## config.mk

```make
export PLATFORM = sky130hd
export DESIGN_NAME = load_store_unit
export DESIGN_NICKNAME = d
export VERILOG_FILES = /design/src/rtl/lsu_pkg.sv /design/src/rtl/load_store_unit_align.sv /design/src/rtl/load_store_unit.sv
export SDC_FILE = /design/constraint.sdc
export NUM_CORES = 1
export LEC_CHECK = 0
export BUFFER_PORTS_ARGS = -buffer_cell sky130_fd_sc_hd__buf_2
export CELL_PAD_IN_SITES_DETAIL_PLACEMENT = 1
export CELL_PAD_IN_SITES_GLOBAL_PLACEMENT = 1
export CORE_MARGIN = 8
export CORE_UTILIZATION = 37
export CTS_BUF_LIST = sky130_fd_sc_hd__clkbuf_8
export DETAILED_ROUTE_END_ITERATION = 8
export GPL_ROUTABILITY_DRIVEN = 0
export PLACE_DENSITY_LB_ADDON = 0.15
export SLEW_MARGIN = 10
export SYNTH_ARGS = -nofsm -noshare
export SYNTH_HDL_FRONTEND = slang
export SYNTH_HIERARCHICAL = 1
export SYNTH_SLANG_ARGS = --single-unit
```

## constraint.sdc

```tcl
create_clock -name clk -period 4.33 [get_ports clk]
set_input_delay 0.866 -clock clk [delete_from_list [all_inputs] [get_ports clk]]
set_output_delay 0.866 -clock clk [all_outputs]
set_load 0.1 [all_outputs]
```

## src/rtl/lsu_pkg.sv

```systemverilog
// ============================================================================
// Module      : lsu_pkg
// Description : Shared constants and types for the RV32I load/store unit.
// Revision    : 1.0 - initial release
// ============================================================================
`default_nettype none

package lsu_pkg;

  // RV32I opcodes handled by the memory stage
  localparam logic [6:0] LOAD  = 7'b0000011;
  localparam logic [6:0] STORE = 7'b0100011;

  // funct3 encodings for loads and stores
  localparam logic [2:0] F3_B  = 3'b000;
  localparam logic [2:0] F3_H  = 3'b001;
  localparam logic [2:0] F3_W  = 3'b010;
  localparam logic [2:0] F3_BU = 3'b100;
  localparam logic [2:0] F3_HU = 3'b101;

  // Controller states
  typedef enum logic [1:0] {
    IDLE   = 2'd0,
    ACCESS = 2'd1,
    RESP   = 2'd2
  } lsu_state_t;

endpackage

`default_nettype wire

```

## src/rtl/load_store_unit_align.sv

```systemverilog
// ============================================================================
// Module      : load_store_unit_align
// Description : Combinational lane steering. Builds store data and byte mask,
//               extracts and extends load data, flags illegal/misaligned ops.
// Revision    : 1.0 - initial release
// ============================================================================
`default_nettype none

module load_store_unit_align
  import lsu_pkg::*;
(
  input  logic        is_store,
  input  logic [2:0]  funct3,
  input  logic [1:0]  offset,
  input  logic [31:0] rs2,
  input  logic [31:0] rdata,
  output logic [31:0] wdata,
  output logic [3:0]  wmask,
  output logic [31:0] rdata_ext,
  output logic        fault
);

  logic [7:0]  sel_byte;
  logic [15:0] sel_half;

  assign sel_byte = rdata[{offset, 3'b000} +: 8];
  assign sel_half = rdata[{offset[1], 4'b0000} +: 16];

  // Decode access size, lane placement and legality
  always_comb begin
    wdata     = '0;
    wmask     = '0;
    rdata_ext = '0;
    fault     = 1'b0;
    if (is_store) begin
      case (funct3)
        F3_B: begin
          wdata = {4{rs2[7:0]}};
          wmask = 4'b0001 << offset;
        end
        F3_H: begin
          fault = offset[0];
          wdata = {2{rs2[15:0]}};
          wmask = 4'b0011 << {offset[1], 1'b0};
        end
        F3_W: begin
          fault = |offset;
          wdata = rs2;
          wmask = 4'b1111;
        end
        default: fault = 1'b1;
      endcase
    end else begin
      case (funct3)
        F3_B:  rdata_ext = {{24{sel_byte[7]}}, sel_byte};
        F3_BU: rdata_ext = {24'd0, sel_byte};
        F3_H: begin
          fault     = offset[0];
          rdata_ext = {{16{sel_half[15]}}, sel_half};
        end
        F3_HU: begin
          fault     = offset[0];
          rdata_ext = {16'd0, sel_half};
        end
        F3_W: begin
          fault     = |offset;
          rdata_ext = rdata;
        end
        default: fault = 1'b1;
      endcase
    end
  end

endmodule

`default_nettype wire

```

## src/rtl/load_store_unit.sv

```systemverilog
// ============================================================================
// Module      : load_store_unit
// Description : RV32I memory stage. Accepts one LOAD/STORE at a time, runs a
//               single word access on the data port, returns extended data.
// Revision    : 1.0 - initial release
// ============================================================================
`default_nettype none

module load_store_unit
  import lsu_pkg::*;
#(
  parameter int ADDR_W = 32
) (
  input  logic              clk,
  input  logic              rst_n,
  input  logic              req_valid,
  output logic              req_ready,
  input  logic              req_is_store,
  input  logic [2:0]        req_funct3,
  input  logic [31:0]       req_rs1,
  input  logic [31:0]       req_rs2,
  input  logic [31:0]       req_imm,
  output logic              resp_valid,
  output logic [31:0]       resp_rdata,
  output logic              resp_fault,
  output logic              mem_req,
  output logic              mem_we,
  output logic [ADDR_W-1:0] mem_addr,
  output logic [31:0]       mem_wdata,
  output logic [3:0]        mem_wmask,
  input  logic [31:0]       mem_rdata,
  input  logic              mem_ready
);

  lsu_state_t  state;
  logic [1:0]  offset_q;
  logic [2:0]  funct3_q;
  logic        is_store_q;

  logic [31:0] ea;
  logic        sel_store;
  logic [2:0]  sel_funct3;
  logic [1:0]  sel_offset;
  logic [31:0] al_wdata;
  logic [3:0]  al_wmask;
  logic [31:0] al_rdata_ext;
  logic        al_fault;

  assign ea = req_rs1 + req_imm;

  // In IDLE the aligner sees the incoming request (store lanes, legality);
  // afterwards it sees the latched request so load data can be extended.
  assign sel_store  = (state == IDLE) ? req_is_store : is_store_q;
  assign sel_funct3 = (state == IDLE) ? req_funct3   : funct3_q;
  assign sel_offset = (state == IDLE) ? ea[1:0]      : offset_q;

  load_store_unit_align u_align (
    .is_store  (sel_store),
    .funct3    (sel_funct3),
    .offset    (sel_offset),
    .rs2       (req_rs2),
    .rdata     (mem_rdata),
    .wdata     (al_wdata),
    .wmask     (al_wmask),
    .rdata_ext (al_rdata_ext),
    .fault     (al_fault)
  );

  // Controller with registered memory-port and response outputs
  always_ff @(posedge clk) begin
    if (!rst_n) begin
      state      <= IDLE;
      offset_q   <= '0;
      funct3_q   <= '0;
      is_store_q <= 1'b0;
      req_ready  <= 1'b1;
      resp_valid <= 1'b0;
      resp_rdata <= '0;
      resp_fault <= 1'b0;
      mem_req    <= 1'b0;
      mem_we     <= 1'b0;
      mem_addr   <= '0;
      mem_wdata  <= '0;
      mem_wmask  <= '0;
    end else begin
      case (state)
        IDLE: begin
          resp_valid <= 1'b0;
          if (req_valid) begin
            offset_q   <= ea[1:0];
            funct3_q   <= req_funct3;
            is_store_q <= req_is_store;
            req_ready  <= 1'b0;
            if (al_fault) begin
              // Faults skip the memory port entirely
              state      <= RESP;
              resp_valid <= 1'b1;
              resp_fault <= 1'b1;
              resp_rdata <= '0;
            end else begin
              state     <= ACCESS;
              mem_req   <= 1'b1;
              mem_we    <= req_is_store;
              mem_addr  <= {ea[ADDR_W-1:2], 2'b00};
              mem_wdata <= req_is_store ? al_wdata : 32'd0;
              mem_wmask <= req_is_store ? al_wmask : 4'd0;
            end
          end
        end
        ACCESS: begin
          if (mem_ready) begin
            state      <= RESP;
            mem_req    <= 1'b0;
            mem_we     <= 1'b0;
            mem_wmask  <= '0;
            resp_valid <= 1'b1;
            resp_fault <= 1'b0;
            resp_rdata <= is_store_q ? 32'd0 : al_rdata_ext;
          end
        end
        RESP: begin
          resp_valid <= 1'b0;
          req_ready  <= 1'b1;
          state      <= IDLE;
        end
        default: begin
          state     <= IDLE;
          req_ready <= 1'b1;
        end
      endcase
    end
  end

endmodule

`default_nettype wire

```

After elaboration in Yosys (flattened, before gate mapping)
Index checks and enable logic that the tools add are counted.
{ "totals": {"regBits": 111, "in_bits": 136, "out_inout_bits": 105, "wordCells": 87} }
{ "op_classes": {"add_sub_neg": 1, "eq_ne": 10, "shifts": 4, "mux": 43, "bitwise": 2, "reduce_logical": 14} }
{ "ops": {"columns": ["operator", "count"], "rows": [
  ["$mux 32", 7],
  ["$pmux 32 s5", 1],
  ["$pmux 32 s3", 1],
  ["$pmux 32 s2", 1],
  ["$add 32x32->32", 1],
  ["$shiftx 32x6->16", 1],
  ["$shiftx 32x6->8", 1],
  ["$mux 4", 5],
  ["$mux 1", 13],
  ["$pmux 4 s3", 1],
  ["$pmux 1 s3", 3],
  ["$mux 2", 4],
  ["$ne 2x2->1 const B", 4],
  ["$pmux 1 s2", 4],
  ["$pmux 4 s2", 1],
  ["$reduce_and 2->1", 4],
  ["$reduce_and 4->1", 2],
  ["$eq 3x3->1 const B", 2],
  ["$reduce_or 2->1", 3],
  ["$pmux 2 s2", 1],
  ["$shl 1x2->4 const A", 1],
  ["$shl 2x2->4 const A", 1],
  ["$eq 3x1->1 const B", 1],
  ["$eq 3x2->1 const B", 1],
  ["9 further kinds", 10]
]} }

Logic depth before layout (Yosys ltp)
{ "depth": {"depth_word": 9, "ltp_mapped": 15, "mapped_depth_nobuf": 11} }

By module
Netlist, hierarchy kept.
{ "by_module_without_submodules": {"columns": ["module", "n_inst", "cells_each", "area_each_um2", "seq_area_each_um2"], "rows": [
  ["load_store_unit", 1, 745, 5894.4, 2222.1],
  ["load_store_unit_align", 1, 217, 1432.6, 0.0]
]} }

Worst setup path before layout
Ideal clock, no wire load.
{ "synth_timing": {"kind": "input to register", "startpoint": "input req_rs1[0]", "endpoint": "register mem_addr[5]", "setup_ns": 0.070, "t_arrival_ns": 3.250, "required_ns": 4.260, "setup_slack_ns": 1.009, "cell_stages": 11, "cell_sequence": "ha_1 -> fa_1 -> mux2_2 -> buf_4 -> buf_4 -> nor2_1 -> a21oi_1 -> or2_2 -> clkbuf_1 -> or3_1 -> a21oi_1"} }
{ "synth_via": {"elab_chain_len": 7} }
{ "synth_lines": {"columns": ["item", "line_no", "source"], "rows": [
  ["start: declaration", "load_store_unit.sv:20", "input logic [31:0] req_rs1,"],
  ["$add 32x32->32 (*)", "load_store_unit.sv:49", "assign ea = req_rs1 + req_imm;"],
  ["via ea[1]", "load_store_unit.sv:40", "logic [31:0] ea;"],
  ["$mux 2 (*)", "load_store_unit.sv:55", "assign sel_offset = (state == IDLE) ? ea[1:0] : offset_q;"],
  ["via sel_offset[1]", "load_store_unit.sv:43", "logic [1:0] sel_offset;"],
  ["$reduce_or 2->1 (*)", "load_store_unit_align.sv:47, load_store_unit_align.sv:66", null],
  ["$pmux 1 s3, on equally long branches", "load_store_unit_align.sv:54, load_store_unit_align.sv:36", null],
  ["$mux 1 (*)", "load_store_unit_align.sv:35", "if (is_store) begin"],
  ["via al_fault", "load_store_unit.sv:47", "logic al_fault;"],
  ["$not 1->1 (no line) (*)", null, null],
  ["$reduce_and 3->1 (no line) (*)", null, null],
  ["end signal: assignment", "load_store_unit.sv:104", "mem_addr <= {ea[ADDR_W-1:2], 2'b00};"],
  ["end: declaration", "load_store_unit.sv:28", "output logic [ADDR_W-1:0] mem_addr,"]
]} }
Mark *: on every way through the listed nets, which the timed path passes. The rest lies on a longest branch.
A chain may end at the register's enable or synchronous reset.

Worst setup path in the final report
{ "layout_timing": {"startpoint": "register state[1]", "endpoint": "register mem_addr[29]"} }
{ "layout_via": {"elab_chain_len": 8} }
{ "layout_lines": {"columns": ["item", "line_no", "source"], "rows": [
  ["start: declaration", "load_store_unit.sv:35", "lsu_state_t state;"],
  ["start signal: assignment", "load_store_unit.sv:72", "state <= IDLE;"],
  ["start signal: assignment", "load_store_unit.sv:96", "state <= RESP;"],
  ["start signal: assignment", "load_store_unit.sv:101", "state <= ACCESS;"],
  ["$logic_not 2->1 (*)", "load_store_unit.sv:54", "assign sel_funct3 = (state == IDLE) ? req_funct3 : funct3_q;"],
  ["$mux 3 (*)", "load_store_unit.sv:54", null],
  ["via sel_funct3[1]", "load_store_unit.sv:42", "logic [2:0] sel_funct3;"],
  ["$eq 3x1->1, or another cell as far along", "load_store_unit_align.sv:36, load_store_unit_align.sv:54", null],
  ["$reduce_or 2->1 (no line)", null, null],
  ["$pmux 1 s3", "load_store_unit_align.sv:54", "case (funct3)"],
  ["$mux 1 (*)", "load_store_unit_align.sv:35", null],
  ["via al_fault", "load_store_unit.sv:47", null],
  ["$not 1->1 (no line) (*)", null, null],
  ["$reduce_and 3->1 (no line) (*)", null, null]
]} }
Marked as above.

==> impl_metrics.env <==
export IMPL_cp_end_kind="flip-flop"
export IMPL_hold_path_cell_count=2
export IMPL_dieHeight_um=156.7
export IMPL_slew_headroom_pct=18.97
export IMPL_cts_buffers=9
export IMPL_grt_overflow=0
export IMPL_die_w_um=156.7
export IMPL_cts_tree="built"
export IMPL_power_density_mw_per_mm2=566.9
export IMPL_dpl_hpwl_mm=20.33
export IMPL_post_cts_buffers=0
export IMPL_cts_root_buf="clkbuf_8"
export IMPL_area_growth_synth_to_final_pct=20.10
export IMPL_cts_resized=0
export IMPL_fin_crit_sh_pct=80.01
export IMPL_synth_area_leader_cell="dfxtp_1"
export IMPL_ys_warn_count=6
export IMPL_p_leak_uw=0.003746
export IMPL_grt_antenna_before_repair=1
export IMPL_crit_type="reg2reg"
export IMPL_final_nets=1321
export IMPL_post_route_cells_drive_above_1_share_pct=26.93
export IMPL_finalCriticalPeriod_ns=3.465
export IMPL_final_util_pct=45.21
export IMPL_synth_seq_cells=111
export IMPL_fill_cells=2494
export IMPL_status="completed"
export IMPL_design_core_area_sq_mm=0.01946
export IMPL_vias=7761
export IMPL_path_max_fanout=35
export IMPL_synth_top_family_by_area="compound AO/OA/AOI/OAI gates"
export IMPL_h_tree_depth=3
export IMPL_synth_compound_area_share_pct=27.92
export IMPL_avgSynthCellArea_sq_um=7.616
export IMPL_drc_errors=0
export IMPL_wl_mm=26.59
export IMPL_synth_xor_area_share_pct=1.673
export IMPL_grt_first_pass_wirelength_mm=42.06
export IMPL_pin_count=241
export IMPL_place_inst=1404
export IMPL_synth_flop_cell="dfxtp_1"
export IMPL_cts_sinks=111
export IMPL_yosysSeqAreaShare_pct=30.33
export IMPL_yosys_top_cells_area="dfxtp_1 (30%), a21oi_1 (11%), nand2_1 (8.2%)"
export IMPL_fmax_ghz=0.2886
export IMPL_synthSimpleGateAreaFrac_pct=22.90
export IMPL_clkLatencyLatePin_ns=0.39
export IMPL_grt_pass1_vias=7969
export IMPL_clock_path_buffers=2
export IMPL_ant_nets=0
export IMPL_final_cells=1421
export IMPL_grt_usage_pct=21.07
export IMPL_arrival_ns=3.75
export IMPL_synth_edf_count=0
export IMPL_synth_top_area_share_pct=30.33
export IMPL_p_sw_share_pct=55.36
export IMPL_mappedNetlistArea_sq_mm=0.007327
export IMPL_drv_slew=0
export IMPL_hold_path_class="reg2reg"
export IMPL_num_rows=51
export IMPL_viasPerCell=5.462
export IMPL_combPwrFrac_pct=61.8
export IMPL_clk_transition_reported_paths_ns=0.11
export IMPL_io_buffers=238
export IMPL_maxCapViolations=0
export IMPL_postCtsHoldBufs=0
export IMPL_fin_setup_tns_ns=0
export IMPL_ff2ff_path_depth=11
export IMPL_rsz0062_at_grt="no"
export IMPL_avgRoutedWirePerCell_um=18.71
export IMPL_dieArea_sq_mm=0.02456
export IMPL_grt_max_degree=58
export IMPL_initial_core_util_pct=37.65
export IMPL_worst_slew_pin_slew_ns=1.215
export IMPL_p_sw_uw=2761
export IMPL_syn_inst=962
export IMPL_skew_ns=0.01500
export IMPL_drt_pass1_iterations=5
export IMPL_ys_async_sr_fraction_pct=0
export IMPL_p_seq_share_pct=24.9
export IMPL_hold_viol=0
export IMPL_start_kind="flip-flop"
export IMPL_cp_required_ns=4.62
export IMPL_pre_cts_slack_ns=0.6809
export IMPL_synthAdderAreaFrac_pct=6.079
export IMPL_clkPwrFrac_pct=13.3
export IMPL_drtIter0Drc=367
export IMPL_yosysUniqueCellTypes=76
export IMPL_timing_final_ws_setup_ns=0.8654
export IMPL_setup_violations_final=0
export IMPL_internal_power_uw=2227
export IMPL_ir_drop_uv=484.1
export IMPL_synth_mux_area_share_pct=4.850
-- synthesized netlist by cell type, types with 5 or more instances --
cell type / count
nor3_1: 7
ha_1: 34
buf_4: 7
buf_2: 11
dfxtp_1: 111
a31oi_1: 20
xor2_1: 8
nor2b_1: 13
buf_6: 10
o21bai_1: 6
or3_1: 12
o21ai_0: 37
xnor2_1: 6
nand3_1: 83
a21o_1: 21
nand2_1: 160
inv_1: 13
nand4_1: 6
o211ai_1: 5
nor2_1: 29
and2_1: 15
buf_1: 5
a21oi_1: 154
clkbuf_1: 42
nand2b_1: 6
a211oi_1: 7
and3_1: 6
a32oi_1: 6
mux2_2: 24
mux2i_1: 7
a22oi_1: 25
-- per-stage QoR --
step | total power [uW] | cell area, sq um | hold WS [ns]
4_1_cts | 5028 | 8797 | 0.4574
2_1_floorplan | 3696 | 7331 | 0.4338
3_3_place_gp | 4316 | 8591 | 0.4365
6_report | 4988 | 8800 | 0.4536
5_1_grt | 5295 | 8800 | 0.4729
3_5_place_dp | 4347 | 8591 | 0.4419
-- critical path, stage by stage, from the launching register on --
cell      delay, ns
dfxtp_1        0.33
inv_1          0.10
ha_1           0.66
mux2_2         0.60
a221oi_1       0.29
a21oi_1        0.15
nor2_4         0.28
buf_4          0.41
nor2_1         0.08
buf_4          0.22
a22oi_1        0.19
nand2_1        0.07
-- path summary, 6_finish.rpt --
check                                     end                   startpoint  slack (ns)
setup / recovery    mem_addr[29]$_SDFFE_PN0P_        state[1]$_SDFFE_PN0P_        0.87
hold / removal    resp_rdata[23]$_SDFFE_PN0P_  resp_rdata[23]$_SDFFE_PN0P_        0.45
setup reg to reg    mem_addr[29]$_SDFFE_PN0P_        state[1]$_SDFFE_PN0P_        0.87
hold reg to reg   resp_rdata[23]$_SDFFE_PN0P_  resp_rdata[23]$_SDFFE_PN0P_        0.45
-- area by class of cell --
type                            count  area [sq um]  share of cell area [%]
Antenna cell                        1         2.502                 0.02844
Clock buffer                       10         137.6                   1.564
Tap cell                          265         331.6                   3.768
Clock inverter                      6         68.82                  0.7820
Multi-Input combinational cell    762          4674                   53.12
Inverter                           14         53.80                  0.6114
Sequential cell                   111          2222                   25.25
Timing Repair Buffer              252          1309                   14.87
-- state kept, by name, summed over array words and instances, names as in the netlist, 2 cells and up --
register and count:
mem_wmask 4, mem_wdata 32, resp_rdata 32, offset_q 2, state 2, mem_addr 30
funct3_q 3
-- metal layers --
layer	vias to the layer above	track usage [%]	wire length (um)
met3	23	3.806	1414
met1	3695	26.49	12000
li1	3847	-	-
met5	-	0	0
met4	0	5.538	346
met2	196	36.26	12830
-- power groups by stage --
stage | clock (uW) | combinational [uW] | sequential, uW
final | 666 | 3080 | 1240
after global routing | 725 | 3310 | 1260
after CTS | 695 | 3090 | 1240
after detailed placement | 0 | 3080 | 1260
after global placement | 0 | 3050 | 1260
after floorplan | 0 | 1610 | 2090
-- layout by cell type (no fill, tap or decap), drive strengths merged, types with 15 or more instances in the layout --
master,n
a21o,21
a21oi,156
a22oi,25
a31oi,20
and2,15
buf,252
dfxtp,111
ha,34
mux2,25
nand2,160
nand3,84
nor2,30
o21ai,38
-- cell families (layout without fill, tap and decap cells) --
group | Yosys count | after routing
buf+inv | 90 | 282
other cells | 1 | 3
mux | 32 | 32
compound gates | 325 | 325
fa+ha+maj | 35 | 35
xor+xnor | 14 | 14
simple gates | 354 | 354
flops | 111 | 111
Note: power is estimated with default switching activity, not from simulation.
